**src/rtl/answer_judge.sv**
```systemverilog
// Judge stage of the factorization game: checks that three submitted digits are
// primes whose product is the target, then holds a verdict and keeps a wrapping score.
module answer_judge #(
  parameter int HOLD_CYCLES = 50_000_000,
  parameter int HOLD_W      = 26
) (
  input  logic       CLK,
  input  logic       RST,
  input  logic       SUBMIT_IN,
  input  logic [3:0] F1_IN,
  input  logic [3:0] F2_IN,
  input  logic [3:0] F3_IN,
  input  logic [9:0] TARGET_IN,
  output logic [1:0] RESULT_OUT,
  output logic       BUSY_OUT,
  output logic [3:0] SCORE_OUT
);

  typedef enum logic [2:0] {
    S_IDLE, S_CAPT, S_MUL1, S_MUL2, S_CHECK, S_SHOW
  } state_t;

  localparam logic [HOLD_W-1:0] HOLD_LD = HOLD_W'(HOLD_CYCLES);
  localparam logic [HOLD_W-1:0] ONE     = HOLD_W'(1);

  state_t            r_state, w_next;
  logic              r_sub_q;
  logic [3:0]        r_f1, r_f2, r_f3;
  logic [9:0]        r_target;
  logic [13:0]       r_prod;
  logic [HOLD_W-1:0] r_timer;
  logic [1:0]        r_result;
  logic [3:0]        r_score;
  logic              r_busy;

  logic              w_start;
  logic [7:0]        w_mul1;
  logic [13:0]       w_mul2;
  logic              w_ok;

  function automatic logic is_prime(input logic [3:0] d);
    return (d == 4'd2) || (d == 4'd3) || (d == 4'd5) || (d == 4'd7);
  endfunction

  assign w_start = SUBMIT_IN & ~r_sub_q;
  assign w_mul1  = {4'd0, r_f1} * {4'd0, r_f2};
  // Full 14-bit product so out-of-range digits can never alias onto a valid target.
  assign w_mul2  = r_prod * {10'd0, r_f3};
  assign w_ok    = is_prime(r_f1) && is_prime(r_f2) && is_prime(r_f3) &&
                   (r_prod == {4'd0, r_target});

  always_ff @(posedge CLK or posedge RST) begin
    if (RST) r_state <= S_IDLE;
    else     r_state <= w_next;
  end

  always_comb begin
    w_next = r_state;
    case (r_state)
      S_IDLE:  if (w_start) w_next = S_CAPT;
      S_CAPT:  w_next = S_MUL1;
      S_MUL1:  w_next = S_MUL2;
      S_MUL2:  w_next = S_CHECK;
      S_CHECK: w_next = S_SHOW;
      S_SHOW:  if (r_timer == ONE) w_next = S_IDLE;
      default: w_next = S_IDLE;
    endcase
  end

  always_ff @(posedge CLK or posedge RST) begin
    if (RST) begin
      r_sub_q  <= 1'b0;
      r_f1     <= '0;
      r_f2     <= '0;
      r_f3     <= '0;
      r_target <= '0;
      r_prod   <= '0;
      r_timer  <= '0;
      r_result <= 2'b00;
      r_score  <= '0;
      r_busy   <= 1'b0;
    end else begin
      r_sub_q <= SUBMIT_IN;
      r_busy  <= (w_next != S_IDLE);
      case (r_state)
        S_CAPT: begin
          // Entry-stage digits become valid one cycle after the submit edge.
          r_f1     <= F1_IN;
          r_f2     <= F2_IN;
          r_f3     <= F3_IN;
          r_target <= TARGET_IN;
        end
        S_MUL1: r_prod <= {6'd0, w_mul1};
        S_MUL2: r_prod <= w_mul2;
        S_CHECK: begin
          r_timer <= HOLD_LD;
          if (w_ok) begin
            r_result <= 2'b11;
            r_score  <= (r_score == 4'd9) ? 4'd0 : r_score + 4'd1;
          end else begin
            r_result <= 2'b01;
          end
        end
        S_SHOW: begin
          r_timer <= r_timer - ONE;
          if (r_timer == ONE) r_result <= 2'b00;
        end
        default: ;
      endcase
    end
  end

  assign RESULT_OUT = r_result;
  assign BUSY_OUT   = r_busy;
  assign SCORE_OUT  = r_score;

endmodule
```
**config.mk**
```make
export PLATFORM = sky130hd
export DESIGN_NAME = answer_judge
export DESIGN_NICKNAME = d
export VERILOG_FILES = /design/src/rtl/answer_judge.sv
export SDC_FILE = /design/constraint.sdc
export NUM_CORES = 1
export LEC_CHECK = 0
export CORE_UTILIZATION = 30
export DETAILED_ROUTE_END_ITERATION = 10
export MAX_ROUTING_LAYER = met4
export SYNTH_ARGS = -nofsm -noshare
export SYNTH_HDL_FRONTEND = slang
export SYNTH_SLANG_ARGS = --single-unit
export TNS_END_PERCENT = 10
```
**constraint.sdc**
```tcl
create_clock -name CLK -period 4.5 [get_ports CLK]
set_input_delay 0.9 -clock CLK [delete_from_list [all_inputs] [get_ports CLK]]
set_output_delay 0.9 -clock CLK [all_outputs]
set_load 0.1 [all_outputs]
```
* After elaboration in Yosys (flattened, before gate mapping) *
Cells that the tools add are included.

storage, ports and cells
  output and inout bits = 7
  logic and storage cells = 65
  register bits after elaboration = 73

cells by class
  add/subtract/negate cells = 2
  reductions and logical operators = 18
  bitwise logic cells = 2
  $mul = 2
  mux-type cells = 9
  eq/ne operators = 21

operator list
  cell                                                 count
  case mux 26 bit (2 select lines)                     1
  case mux 14 bit (2 select lines)                     1
  == test 26 x 1 -> 1 bit (second input constant)      1
  subtractor 26 x 1 -> 26 bit (second input constant)  1
  == test 4 x 2 -> 1 bit (second input constant)       6
  == test 4 x 3 -> 1 bit (second input constant)       6
  case mux 3 bit (6 select lines)                      1
  == test 14 x 10 -> 1 bit                             1
  multiplier 14 x 4 -> 14 bit                          1
  logical OR 1 bit                                     9
  multiplier 4 x 4 -> 8 bit                            1
  == test 3 x 2 -> 1 bit (second input constant)       2
  == test 3 bit (second input constant)                2
  2-to-1 mux 3 bit                                     2
  adder 4 x 1 -> 4 bit (second input constant)         1
  == test 4 bit (second input constant)                1
  2-to-1 mux 2 bit                                     2
  2-to-1 mux 4 bit                                     1
  case mux 2 bit (2 select lines)                      1
  AND reduction 2 bit                                  2
  nonzero test 2 bit                                   2
  == test 3 x 1 -> 1 bit (second input constant)       1
  logical AND 1 bit                                    3
  zero test 3 bit                                      1
  other kinds (4)                                      4

* Depth between registers and ports, before layout *
  depth in word-level cells = 9
  mapped depth = 13
  gate-level depth less buffers = 11

* Least setup slack after synthesis *
Ideal clock, no wire load.

  kind = flip-flop to flip-flop
  start = register r_f3[3]
  end = register r_prod[12]
  library setup time = 0.126 ns
  period minus slack after synthesis = 3.498 ns
  arrival time = 3.372 ns
  path buffers = 1
  cell stages (with the launch flop) = 13
  setup slack = 1.002 ns
  cell sequence = dfrtp_1 > clkbuf_1 > and2_1 > fa_1 > inv_1 > fa_1 > inv_1 > ha_1 > nor2b_1 > o31a_1 > o32ai_1 > o21ai_0 > a221o_1

between the ends
  cells in the longest elaborated chain, start to end = 2

ends and longest elaborated chain
  item                              RTL line  source
  start, declared                   28        logic [3:0] r_f1, r_f2, r_f3;
  start signal, assigned            75        r_f3 <= '0;
  start signal, assigned            90        r_f3 <= F3_IN;
  multiplier 14 x 4 -> 14 bit       48        assign w_mul2 = r_prod * {10'd0, r_f3};
  case mux 14 bit (2 select lines)  85        case (r_state)
  end signal, assigned              93        S_MUL1: r_prod <= {6'd0, w_mul1};
  end signal, assigned              94        S_MUL2: r_prod <= w_mul2;
  end, declared                     30        logic [13:0] r_prod;

Every way passes these cells.
A chain may end at the register's enable or synchronous reset.

* Final worst setup path *
  start = register r_f3[2]
  end = register r_prod[12]

The elaborated chain is that of the path after synthesis.

==> summary.md <==
| Metric | Value |
|---|---|
| Count of max-cap constraint violations | `0` |
| Top library cells by usage in the layout, fill and taps aside | `73 x sky130_fd_sc_hd__dfrtp_1, 64 x sky130_fd_sc_hd__nand2_1, 48 x sky130_fd_sc_hd__inv_1` |
| Max-slew violation count | `0` |
| Wire length of the first global-routing pass | `20.4 mm` |
| Setup slack on the worst flop-to-flop path | `0.80 ns` |
| Post-Route Utilization | `0.356` |
| Maximum achievable frequency | `0.271 GHz` |
| Global Route Usage Sum | `0.148` |
| Detailed Route Iter0 Violations | `217` |
| Cells traversed along the worst timing path | `and2_1 -> fa_1 -> inv_1 -> fa_1 -> inv_1 -> ha_1 -> nor2b_1 -> o31a_1 -> o32ai_1 -> o21ai_0 -> a221o_1` |
| Detailed-route DRC error count | `0` |
| Area enclosed by the die boundary | `18000 µm²` |
| Sinks on Clock Net | `73` |
| Buffers and inverters on the worst path | `2` |
| Via count of the first global-routing pass | `4114` |
| DRT Wirelength | `11.9 mm` |
| Run status | `complete, no violations` |
| Average vias per placed instance | `around 5.0` |
| Summed negative setup slack over all endpoints | `0 ns` |
| Synthesized area divided by synthesized cell count | `about 9.5 µm²` |
| Synthesis-stage register bit count | `73` |
| DR WL/cell | `14.7 µm` |
| Clock tree buffer depth | `2` |
| Post-synthesis sequential area ratio | `0.348` |
| Area used by sequential logic in the layout | `1830 µm²` |
| Latest clock arrival within the worst-skew pair | `0.35 ns` |
| Num ports | `32` |
| Chip Height | `134 µm` |
| Maximum fanout along the worst path | `14` |
| Number of antenna violations at the first check in global routing | `0` |
| Critical path's largest stage delay | `~0.53 ns` |
| Placed cell count | `about 800` |
| Number of H-tree levels | `3` |
| Largest voltage drop on the vdd net | `approximately 0.28 mV` |
| Arrival time at the worst endpoint | `between 3 and 4 ns` |
| Actual transition at the worst max-transition pin | `0.967 ns` |
| Critical path data required time | `~4.7 ns` |
| Post-DP Area | `5790 µm²` |
| Number of standard cells in the final layout excluding fillers | `about 810` |
| Number of buffers added by the clock tree synthesis step | `9` |
| Cell at the slowest stage of the critical path | `sky130_fd_sc_hd__dfrtp_1` |
| Number of instances resized during post-cts repair | `0` |
| Largest delay share family, worst path | `adder cells` |
| Power Density | `744 nW/µm²` |
| IO buf count | `31` |
| Die width | `134 µm` |
| Clock tree from TritonCTS | `done` |
| Post-route minimum period | `3.70 ns` |
| Area growth syn-to-layout | `16.6%` |
| DRT antenna net count | `0` |
| Layout Cell Area excl Fill | `slightly above 6000 µm²` |
| YS warnings | `0` |
| Detailed-placement wirelength estimate | `8.70 mm` |
| Area of combinational cells with multiple inputs | `3160 µm²` |
| Number of placement rows | `between 40 and 50` |
| Number of inserted diodes | `0` |
| Router iterations before antenna repair | `7` |
| RSZ-0062 raised after global routing | `no` |
| Number of hold-slack violations in the final timing report | `0` |
| Async SR Flop Fraction | `1.00` |
| Core Area | `17200 µm²` |
| Final period utilization | `0.821` |
| Number of buffers added to fix hold violations after cts | `0` |
| Synth Flop Type | `sky130_fd_sc_hd__dfrtp_1` |
| Number of flops mapped to enable cells by yosys | `0` |
| Root buffer cell | `sky130_fd_sc_hd__clkbuf_16` |
| Pin count of the biggest net entering global routing | `47` |
| Path type of the worst setup path | `register to register` |
| Fin Clk Skew | `0.0109 ns` |
| Weighted congestion reported at the end of routability-driven placement | `0.817` |
| Filler Cells Inserted | `1753` |
| Type of the tightest min-delay check | `register to register` |
| Number of vias in the routed layout | `around 4000` |
| Overflow left after global routing | `0` |
| Hold Slack | `0.493 ns` |
| Post-Synthesis Net Count | `632` |
| LEAKAGE | `roughly 2.6 nW` |
| Synth Instances | `554` |
| Remaining max-slew budget at the tightest pin | `0.353` |
| Most common cell after layout, fill and taps aside | `sky130_fd_sc_hd__dfrtp_1` |
| Type of origin of the critical path | `register` |
| Number of post-CTS setup repair buffers | `0` |
| Number of distinct library cells after synthesis | `58` |
| Crit. End Element | `register` |
| Starting Density | `0.306` |
| Fraction of layout instances using a drive strength above 1 | `0.0978` |
| Register clock-pin slew on the reported worst setup and hold paths | `0.07 ns` |
| Final-stage net count | `~660` |
| Final count of negative-setup-slack endpoints | `0` |
| Netlist Area Pre-Place | `5250 µm²` |
==> stage by stage <==
step / worst slack [ns] / total power [mW]
2_1_floorplan: 1.00 / 3.16
3_3_place_gp: 0.897 / 3.67
3_5_place_dp: 0.840 / 3.76
4_1_cts: 0.811 / 4.60
5_1_grt: 0.576 / 5.01
6_report: 0.804 / 4.56
==> where the power goes <==
part / total [mW] / switching, mW / internal, mW
clock: 0.803 / 0.311 / 0.492
combinational: 2.49 / 1.39 / 1.09
sequential: 1.27 / 0.362 / 0.904
==> routing by layer <==
metal / vias up / global-route usage / wire (µm)
li1: 1963 / - / -
met3: 16 / 0.0325 / 383
met5: - / - / 0
met1: 2011 / 0.182 / 5510
met2: 58 / 0.238 / 5760
met4: 0 / 0.0581 / 229
==> path summary, 6_finish.rpt <==
kind / startpoint / endpoint / cells past startpoint
setup reg to reg: r_f3[2] / r_prod[12] / 11
max in group asynchronous: RST / r_timer[24] / 3
hold / removal: r_timer[24] / r_timer[24] / 1
hold reg to reg: r_timer[24] / r_timer[24] / 1
min in group asynchronous: RST / r_f2[2] / 2
setup / recovery: r_f3[2] / r_prod[12] / 11
==> registers in the layout, indices dropped and copies added, names as in the netlist <==
signal and cells:
r_f3 4, r_sub_q 1, RESULT_OUT 2, r_f2 4, r_f1 4, r_timer 26
r_prod 14, SCORE_OUT 4, r_state 3, r_target 10, BUSY_OUT 1
==> kinds of logic (layout without fill, tap and decap cells) <==
logic type | after synthesis | after routing | synth area share
and+or+nand+nor | 195 | 195 | 0.196
AOI/OAI and AO/OA | 104 | 104 | 0.131
DFF | 73 | 73 | 0.348
buffers and inverters | 71 | 100 | 0.0510
adders and majority gates | 53 | 53 | 0.162
muxes | 32 | 32 | 0.0665
xor gates and xnor gates | 26 | 26 | 0.0460
==> cell usage after synthesis (3+ instances only) <==
library cell,count,area [µm²]
sky130_fd_sc_hd__inv_1,49,184
sky130_fd_sc_hd__clkbuf_1,21,78.8
sky130_fd_sc_hd__mux2i_1,9,90.1
sky130_fd_sc_hd__xnor2_1,16,140
sky130_fd_sc_hd__ha_1,28,350
sky130_fd_sc_hd__a21oi_1,16,80.1
sky130_fd_sc_hd__a211oi_1,7,52.6
sky130_fd_sc_hd__fa_1,25,500
sky130_fd_sc_hd__o31ai_1,4,30.0
sky130_fd_sc_hd__a21o_1,4,30.0
sky130_fd_sc_hd__nor2b_1,7,43.8
sky130_fd_sc_hd__nor4_1,5,31.3
sky130_fd_sc_hd__nand4_1,3,18.8
sky130_fd_sc_hd__xor2_1,9,78.8
sky130_fd_sc_hd__mux2_2,23,259
sky130_fd_sc_hd__nand2b_1,3,18.8
sky130_fd_sc_hd__dfrtp_1,73,1830
sky130_fd_sc_hd__or3_1,5,31.3
sky130_fd_sc_hd__o21a_1,6,45.0
sky130_fd_sc_hd__o41ai_1,3,26.3
sky130_fd_sc_hd__or4_1,7,52.6
sky130_fd_sc_hd__nand2_1,64,240
sky130_fd_sc_hd__and2_1,39,244
sky130_fd_sc_hd__a211o_1,4,35.0
sky130_fd_sc_hd__nor2_1,16,60.1
sky130_fd_sc_hd__o21ai_0,38,190
sky130_fd_sc_hd__nor3_1,15,75.1
sky130_fd_sc_hd__nand4b_1,3,26.3
sky130_fd_sc_hd__or2_2,5,31.3
sky130_fd_sc_hd__nand3_1,14,70.1
==> final cells by class <==
class                   instances  share of cell area
inverters                      49              0.0300
clock buffers                   9              0.0368
multi-input cells             410               0.516
repair buffers                 35              0.0556
well taps                     225              0.0460
clock inverters                 7              0.0168
flip-flops and latches         73               0.298
(Power assumes the default switching activity.)
